### src/rtl/seven_seg_pkg.sv
// Shared types and constants for the scanned seven-segment display driver.
// Segment patterns are active-low {a,b,c,d,e,f,g}, with a as the MSB.
package seven_seg_pkg;

    typedef logic [6:0] seg_t;

    localparam seg_t SEG_BLANK = 7'h7F;

    localparam seg_t SEG_DECODE [16] = '{
        7'b0000001, 7'b1001111, 7'b0010010, 7'b0000110,
        7'b1001100, 7'b0100100, 7'b0100000, 7'b0001111,
        7'b0000000, 7'b0000100, 7'b0001000, 7'b1100000,
        7'b0110001, 7'b1000010, 7'b0110000, 7'b0111000
    };

    // Counter/index width that stays legal when the range collapses to one value.
    function automatic int unsigned idx_width(input int unsigned n);
        return (n > 1) ? $clog2(n) : 1;
    endfunction

endpackage

### src/rtl/hex_seg_lut.sv
// Combinational hex nibble to active-low seven-segment pattern.
module hex_seg_lut
    import seven_seg_pkg::*;
(
    input  logic [3:0] nibble,
    output seg_t       seg
);

    assign seg = SEG_DECODE[nibble];

endmodule

### src/rtl/seven_seg_scan_driver.sv
// Time-multiplexed N-digit common-anode display driver with a double-buffered
// value, per-digit blanking, leading-zero suppression and whole-display blink.
module seven_seg_scan_driver
    import seven_seg_pkg::*;
#(
    parameter int NUM_DIGITS  = 4,
    parameter int REFRESH_DIV = 50000,
    parameter int BLINK_DIV   = 64
)
(
    input  logic                    clk,
    input  logic                    reset,
    input  logic                    load,
    input  logic [4*NUM_DIGITS-1:0] value,
    input  logic [NUM_DIGITS-1:0]   blank_mask,
    input  logic                    lz_blank_en,
    input  logic                    blink_en,
    output logic [6:0]              seg,
    output logic [NUM_DIGITS-1:0]   an,
    output logic                    frame_done
);

    localparam int DIG_W = idx_width(NUM_DIGITS);
    localparam int DIV_W = idx_width(REFRESH_DIV);
    localparam int BLK_W = idx_width(BLINK_DIV);

    localparam logic [DIG_W-1:0] DIG_LAST = DIG_W'(NUM_DIGITS - 1);
    localparam logic [DIV_W-1:0] DIV_LAST = DIV_W'(REFRESH_DIV - 1);
    localparam logic [BLK_W-1:0] BLK_LAST = BLK_W'(BLINK_DIV - 1);

    logic [4*NUM_DIGITS-1:0] pending;
    logic [4*NUM_DIGITS-1:0] active;
    logic [DIV_W-1:0]        div_cnt;
    logic [DIG_W-1:0]        dig;
    logic [BLK_W-1:0]        blink_cnt;
    logic                    blink_on;

    logic                    slot_end;
    logic                    frame_wrap;
    logic [NUM_DIGITS-1:0]   lz_dark;
    logic                    upper_zero;
    logic [3:0]              cur_nibble;
    logic                    cur_dark;
    logic [NUM_DIGITS-1:0]   cur_onehot;
    seg_t                    cur_seg;

    assign slot_end   = (div_cnt == DIV_LAST);
    assign frame_wrap = slot_end && (dig == DIG_LAST);

    // NOTE: every signal gets a default before the loops so no latch is inferred.
    always_comb begin
        lz_dark    = '0;
        upper_zero = 1'b1;
        cur_nibble = '0;
        cur_dark   = 1'b0;
        cur_onehot = '1;

        // A digit is a leading zero when it and every digit above it are zero.
        for (int k = NUM_DIGITS - 1; k >= 0; k--) begin
            upper_zero = upper_zero && (active[4*k +: 4] == 4'h0);
            lz_dark[k] = lz_blank_en && (k != 0) && upper_zero;
        end

        for (int k = 0; k < NUM_DIGITS; k++) begin
            if (dig == DIG_W'(k)) begin
                cur_nibble    = active[4*k +: 4];
                cur_dark      = blank_mask[k] || lz_dark[k];
                cur_onehot[k] = 1'b0;
            end
        end

        cur_dark = cur_dark || (blink_en && !blink_on);
    end

    hex_seg_lut u_hex_seg_lut (
        .nibble (cur_nibble),
        .seg    (cur_seg)
    );

    // NOTE: non-blocking assignments, so every register samples the pre-edge state.
    always_ff @(posedge clk) begin
        if (reset) begin
            pending   <= '0;
            active    <= '0;
            div_cnt   <= '0;
            dig       <= '0;
            blink_cnt <= '0;
            blink_on  <= 1'b1;
        end else begin
            if (load) begin
                pending <= value;
            end

            if (slot_end) begin
                div_cnt <= '0;
                dig     <= frame_wrap ? '0 : dig + DIG_W'(1);
            end else begin
                div_cnt <= div_cnt + DIV_W'(1);
            end

            // The displayed buffer only changes between frames, so no digit tears.
            if (frame_wrap) begin
                active <= load ? value : pending;
                if (blink_cnt == BLK_LAST) begin
                    blink_cnt <= '0;
                    blink_on  <= !blink_on;
                end else begin
                    blink_cnt <= blink_cnt + BLK_W'(1);
                end
            end
        end
    end

    // seg and an load on the same edge from the same digit, so they never disagree.
    always_ff @(posedge clk) begin
        if (reset) begin
            seg        <= SEG_BLANK;
            an         <= '1;
            frame_done <= 1'b0;
        end else begin
            frame_done <= frame_wrap;
            if (cur_dark) begin
                seg <= SEG_BLANK;
                an  <= '1;
            end else begin
                seg <= cur_seg;
                an  <= cur_onehot;
            end
        end
    end

endmodule

### config.mk
export PLATFORM = sky130hd
export DESIGN_NAME = seven_seg_scan_driver
export DESIGN_NICKNAME = d
export VERILOG_FILES = /design/src/rtl/seven_seg_pkg.sv /design/src/rtl/hex_seg_lut.sv /design/src/rtl/seven_seg_scan_driver.sv
export SDC_FILE = /design/constraint.sdc
export NUM_CORES = 1
export LEC_CHECK = 0
export ABC_AREA = 1
export CORE_ASPECT_RATIO = 1.1
export CORE_UTILIZATION = 60
export DETAILED_ROUTE_END_ITERATION = 16
export PLACE_DENSITY = 0.84
export SYNTH_ARGS = -nofsm -noshare
export SYNTH_HDL_FRONTEND = slang
export SYNTH_SLANG_ARGS = --single-unit
export TNS_END_PERCENT = 10
### constraint.sdc
create_clock -name clk -period 5.77 [get_ports clk]
set_clock_uncertainty 0.05 [all_clocks]
set_input_delay 1.154 -clock clk [delete_from_list [all_inputs] [get_ports clk]]
set_output_delay 1.154 -clock clk [all_outputs]
set_load 0.02 [all_outputs]
-- After elaboration in Yosys (flattened, before gate mapping)
Memories as Yosys holds them, arrays and structs flattened. A register that Yosys moved wholly into a read port is not among the register bits.
Index checks and enable logic that the tools add are counted.
- register bits after elaboration: 62
- bits in latches: 0
- RAM bits: 0
- memory bits (read-only): 112
- input port bits: 25
- output and inout port bits: 12
- logic and storage cells: 52
- memories: 1
- memory list (memory ; depth ; width ; rd ports ; clocked after memory_dff ; wr ports ; RTL line ; source):
    (no name shown) ; 16 ; 7 ; 1 ; 1 ; 0 ; hex_seg_lut.sv:9 ; assign seg = SEG_DECODE[nibble];
- add/sub/neg operators: 3
- multipliers: 0
- div/mod/pow operators: 0
- order comparisons: 0
- equality and inequality tests: 5
- shift-type cells: 0
- mux-type cells: 15
- bitwise logic cells: 1
- reductions and logical operators: 19
- operators with widths (cell ; count):
    16-bit by 1-bit adder with 16-bit output (second input constant) ; 1
    16-bit == test (second input constant) ; 1
    16-bit 2-to-1 mux ; 1
    4-bit 2-to-1 mux ; 4
    4-bit zero test ; 3
    1-bit 2-to-1 mux ; 8
    1-bit logical AND ; 7
    6-bit by 1-bit adder with 6-bit output (second input constant) ; 1
    6-bit == test (second input constant) ; 1
    6-bit 2-to-1 mux ; 1
    4-bit inverter with 5-bit output ; 1
    2-bit == test (second input constant) ; 2
    1-bit logical OR ; 4
    2-bit OR reduction ; 2
    2-bit by 1-bit adder with 2-bit output (second input constant) ; 1
    2-bit by 1-bit == test with 1-bit output (second input constant) ; 1
    2-bit zero test ; 1
    2-bit 2-to-1 mux ; 1
    2-bit AND reduction ; 1
    1-bit zero test ; 1

-- Longest topological paths before layout
- word-level depth: 10
- mapped depth: 16
- gate-level depth less buffers: 15

-- Hierarchy
A second synthesis with hierarchy kept.
- cells, all modules: 487
- area, all modules: 3488.3 sq um
- modules (own cells, without submodules) (module ; times used ; cells an instance ; area an instance (sq um) ; sequential area each (sq um)):
    seven_seg_scan_driver ; 1 ; 438 ; 3214.3 ; 1381.3
    hex_seg_lut ; 1 ; 49 ; 274.0 ; 0.0

-- Least setup slack after synthesis
No wires, ideal clock.
- path kind: register -> register
- start point: register dig[1]
- end point: register seg[3]
- setup time: 119 ps
- arrival time: 1976 ps
- required time: 5601 ps
- path slack: 3626 ps
- cell stages (with the launch flop): 16
- path buffers: 1
- period minus slack after synthesis: 2144 ps
- cells stage by stage: dfxtp_1 inv_1 ha_1 buf_2 inv_1 nand3_1 nand2_1 nand2_1 a21oi_1 inv_1 ha_1 nand3_1 nand3_1 nand2_1 inv_1 nand2_1
- longest elaborated chain between the ends: 7
- elaborated cells between the ends (all ways): 15
- classes of those cells: 3 x eq/ne; 8 x mux; 1 x bitwise; 3 x reduce/logical
- RTL lines (element ; RTL line ; source):
    start, declared ; seven_seg_scan_driver.sv:34 ; logic [DIG_W-1:0] dig;
    start signal, assigned ; seven_seg_scan_driver.sv:96 ; dig <= frame_wrap ? '0 : dig + DIG_W'(1);
    2-bit zero test ; seven_seg_scan_driver.sv:65 ; if (dig == DIG_W'(k)) begin
    1-bit 2-to-1 mux (4 in series) ; seven_seg_scan_driver.sv:65 ;
    1-bit logical OR ; seven_seg_scan_driver.sv:72 ; cur_dark = cur_dark || (blink_en && !blink_on);
    2-bit OR reduction (no line) ; - ;
    end, declared ; seven_seg_scan_driver.sv:18 ; output logic [6:0] seg,
Parallel ways exist; a longest one is shown, timed or not.
A chain may end at the register's enable or synchronous reset.

-- Worst setup path after layout
- start point: input port reset
- end point: register an[0]
- longest elaborated chain between the ends: 1
- RTL lines (element ; RTL line ; source):
    start, declared ; seven_seg_scan_driver.sv:12 ; input logic reset,
    2-bit OR reduction (no line) ; - ;
    end signal, assigned ; seven_seg_scan_driver.sv:127 ; an <= cur_onehot;
    end, declared ; seven_seg_scan_driver.sv:19 ; output logic [NUM_DIGITS-1:0] an,
No other way between the ends.

==> impl_summary.txt <==
----------------------------------------------------
[Logic synthesis]
  Basic-gate share of the synthesized area counting and, or, nand and nor cells ... 28.48%
  Fraction of the yosys area taken by sequential cells ... 42.15%
  Share of synthesized flip-flops with an asynchronous set or reset ... 0%
  Post-Synthesis Cell Area ... 0.003277 mm²
  Proportion of synthesized area in mux cells ... 4.887%
  Area fraction in compound gates after synthesis ... 10.42%
  Fraction of synthesized cell area in xor and xnor cells ... 1.336%
  Cell count after synthesis ... 422
  Primary FF master, synth ... sky130_fd_sc_hd__dfxtp_1
  Combinational family with the most area after synthesis ... simple AND/OR/NAND/NOR gates
  Syn. warnings ... 0
  Number of unique standard cell types used by synthesis ... 42
  Average footprint of a synthesized cell ... 7.765 µm²
  Post-synthesis share of cell area spent on full adders, half adders and majority gates ... 4.582%
  Register bit count reported by yosys ... 69
  Post-Synthesis Net Count ... 459
  Post-synth EDFFs ... 0

[STA]
  Final period demand of the worst path ... 2.998 ns
  Tightest slew margin relative to the limit ... 32.68%
  Total negative slack ... 0 ns
  Setup repair after global routing missed its margin ... false
  Final period utilization ... 51.95%
  Final setup violation count ... 0
  Hold Worst Slack ... 0.3980 ns
  Max-slew violation total from the final report ... 0
  Final Hold Violating Endpoints ... 0
  Tightest Pin Transition ... 1.007 ns
  Fmax ... 333.6 MHz

[Worst setup path]
  Max stage delay cell, worst path ... sky130_fd_sc_hd__clkdlybuf4s50_1
  Critical setup path kind ... in2reg
  CP max stage delay ... 0.87 ns
  Critical path fanouts, max ... 21
  Arrival @ worst endpoint ... 3.15 ns
  Chain of cells forming the critical path ... clkdlybuf4s50_1, a21oi_1, nand2_1, a21oi_1, nand2_1
  Startpoint of the lowest-slack register-to-register path ... dig[1]
  Critical path origin ... reset
  CP Capture Type ... register
  Worst-case reg-to-reg path depth ... 14
  Required time at the worst-slack endpoint ... 5.92 ns
  Setup crit start kind ... input port

[Clock network]
  Maximum root-to-sink buffer count ... 2
  # hold bufs at CTS ... 0
  Clock net sink count ... 69
  Clock latency on the worst-skew pair ... 0.35 ns
  Clk slew on worst S/H paths ... 0.07 ns
  Post-CTS Repair Setup Buffers ... 0
  TritonCTS Buffers ... 9
  CTS tree ... yes
  H-tree levels ... 3
  Clock root buffer master ... sky130_fd_sc_hd__clkbuf_8
  Number of gates resized after cts ... 0

[Cells and area]
  Diode count ... 0
  Footprint of the multi-input gates ... 0.001629 mm²
  Area growth, synth to finish ... 16.91%
  Layout cells sized above 1 ... 11.88%
  Filler instances ... 414
  Reg area ... 0.001381 mm²
  Final layout net count ... 495
  Final Cell Area ... 0.003831 mm²
  Share of the core filled with cells in the final layout ... 74.61%

[Worst hold path]
  Min-Delay Startpoint ... div_cnt[0]
  Worst hold path type ... reg2reg
  Hold depth ... 1

[Floorplan]
  Horizontal die dimension ... 72.46 µm
  Number of I/O pins ... 37
  Die outline height ... 79.51 µm
  Standard cell core area ... 0.005135 mm²
  Num rows ... 27
  Starting density of the core ... 63.82%
  Die area ... 0.005761 mm²

[Routing]
  Number of search-and-repair iterations in the first detailed-routing pass ... 4
  First DRT Iteration DRCs ... 160
  Average via count per standard cell ... 5.200
  Remaining design rule violation count ... 0
  Vias after detailed routing ... 2782
  Residual antenna-violating net count after detailed routing ... 0
  Drt wl/cell ... 12.51 µm
  Overall routed net length ... 6.691 mm

[Global routing]
  Global-route wire length before repair ... 11.47 mm
  Pin count of the biggest net entering global routing ... 22
  Initial antenna violation count ... 0
  Via count of the first global-routing pass ... 2675
  Final global-route overflow total ... 0
  Gr usage total ... 26.03%

[Placement]
  Count of input and output buffers ... 36
  Final RePlAce weighted congestion ... 0.8710
  HPWL after detailed placement ... 4.811 mm
  Placed cell areas ... 0.003654 mm²

[Power]
  Lkg Pwr ... 1.730 nW
  Worst voltage drop across the vdd grid ... 0.2044 mV
  Power density over cell area ... 235.9 mW/mm²

[Run status]
  Outcome ... complete, no violations

[Run]
  Max cap viols ... 0

----------------------------------------------------
-- kinds of logic after synthesis --
group                      count (synthesis)
and+or+nand+nor                          208
buffers and inverters                     61
muxes                                     16
adders and majority gates                 12
DFF                                       69
AOI/OAI and AO/OA                         51
xor gates and xnor gates                   5
-- flip-flops by register name (all words and copies together) (netlist names) --
register    flops
frame_done      1
blink_cnt       6
blink_on        1
dig             2
seg             7
active         16
pending        16
div_cnt        16
an              4
-- where the power goes --
part           internal [mW]  switching (mW)  leakage, nW
Combinational         0.0309          0.0288         1.08
Sequential             0.487         0.00361        0.562
Clock                  0.177           0.176       0.0921
Total                  0.695           0.209         1.73
-- worst paths after layout --
kind,endpoint,slack [ns]
worst min-delay path,div_cnt[0],0.40
worst min register to register,div_cnt[0],0.40
worst max register to register,seg[3],3.26
worst max-delay path,an[0],2.77
-- synthesized netlist by cell type, types with 3 or more instances --
master                      n  share of area (%)
sky130_fd_sc_hd__buf_2      5               0.76
sky130_fd_sc_hd__nand4_1    3               0.57
sky130_fd_sc_hd__nand3_1   30                4.6
sky130_fd_sc_hd__buf_4      3               0.69
sky130_fd_sc_hd__ha_1      12                4.6
sky130_fd_sc_hd__mux2i_1   16                4.9
sky130_fd_sc_hd__o22ai_1    7                1.3
sky130_fd_sc_hd__dfxtp_1   69                 42
sky130_fd_sc_hd__nor3_1     3               0.46
sky130_fd_sc_hd__nor2_1    45                5.2
sky130_fd_sc_hd__o22ai_2    9                3.4
sky130_fd_sc_hd__inv_1     35                4.0
sky130_fd_sc_hd__nand2_1  102                 12
sky130_fd_sc_hd__inv_2     12                1.4
sky130_fd_sc_hd__nand2_2    4               0.76
sky130_fd_sc_hd__nor2_2     3               0.57
sky130_fd_sc_hd__o21ai_0    4               0.61
sky130_fd_sc_hd__xor2_1     3               0.80
sky130_fd_sc_hd__a21oi_1   24                3.7
-- metrics by stage --
stage / instances / setup slack, ns / power (mW)
floorplan: 422 / 3.626 / 0.5342
detailed placement: 519 / 2.430 / 0.5614
global route: 535 / 2.626 / 0.9322
CTS: 535 / 2.803 / 0.9082
global placement: 519 / 2.570 / 0.5590
finish: 535 / 2.772 / 0.9037
-- final cells by class --
cell class                 instances  area share [%]
multi-input combinational        292           42.52
timing repair buffer              36           9.406
tap                               72           2.351
sequential                        69           36.05
inverter                          50           5.029
clock inverter                     4          0.5879
clock buffer                      12           4.050
-- routing by layer --
layer,up-vias,GRT usage (%),part of all wire (%)
li1,1434,-,-
met1,1283,29.22,43
met2,50,46.36,51
met3,15,6.187,3.1
met4,0,11.37,2.0
met5,-,0,0
-- cells in the final DEF (no fill, tap or decap), types with 2 or more instances in the layout --
cell,synthesis,layout
sky130_fd_sc_hd__nand2_2,4,4
sky130_fd_sc_hd__xor2_1,3,3
sky130_fd_sc_hd__or2_0,2,2
sky130_fd_sc_hd__inv_2,12,12
sky130_fd_sc_hd__clkinv_2,2,5
sky130_fd_sc_hd__dfxtp_1,69,69
sky130_fd_sc_hd__xnor2_1,2,2
sky130_fd_sc_hd__nand2_1,102,102
sky130_fd_sc_hd__o21ai_1,2,2
sky130_fd_sc_hd__o22ai_2,9,9
sky130_fd_sc_hd__nand3_2,2,2
sky130_fd_sc_hd__inv_1,35,35
sky130_fd_sc_hd__clkbuf_8,0,11
sky130_fd_sc_hd__nor2_1,45,45
sky130_fd_sc_hd__mux2i_1,16,16
sky130_fd_sc_hd__o21ai_0,4,4
sky130_fd_sc_hd__nor3b_1,2,2
sky130_fd_sc_hd__a21oi_1,24,24
sky130_fd_sc_hd__ha_1,12,12
sky130_fd_sc_hd__o22ai_1,7,7
sky130_fd_sc_hd__nor2_4,2,2
sky130_fd_sc_hd__clkdlybuf4s50_1,0,36
sky130_fd_sc_hd__nand3_1,30,30
sky130_fd_sc_hd__or2_2,2,2
sky130_fd_sc_hd__nor2_2,3,3
sky130_fd_sc_hd__nand4_1,3,3
sky130_fd_sc_hd__nor3_1,3,3
sky130_fd_sc_hd__a31oi_1,2,2
-- worst max-delay path, delay by kind of cell --
| family | cells | cell delay, ns |
|---|---|---|
| compound gates | 2 | 0.92 |
| buf+inv | 1 | 0.87 |
| simple gates | 2 | 0.20 |
Note: power is estimated with default switching activity, not from simulation.
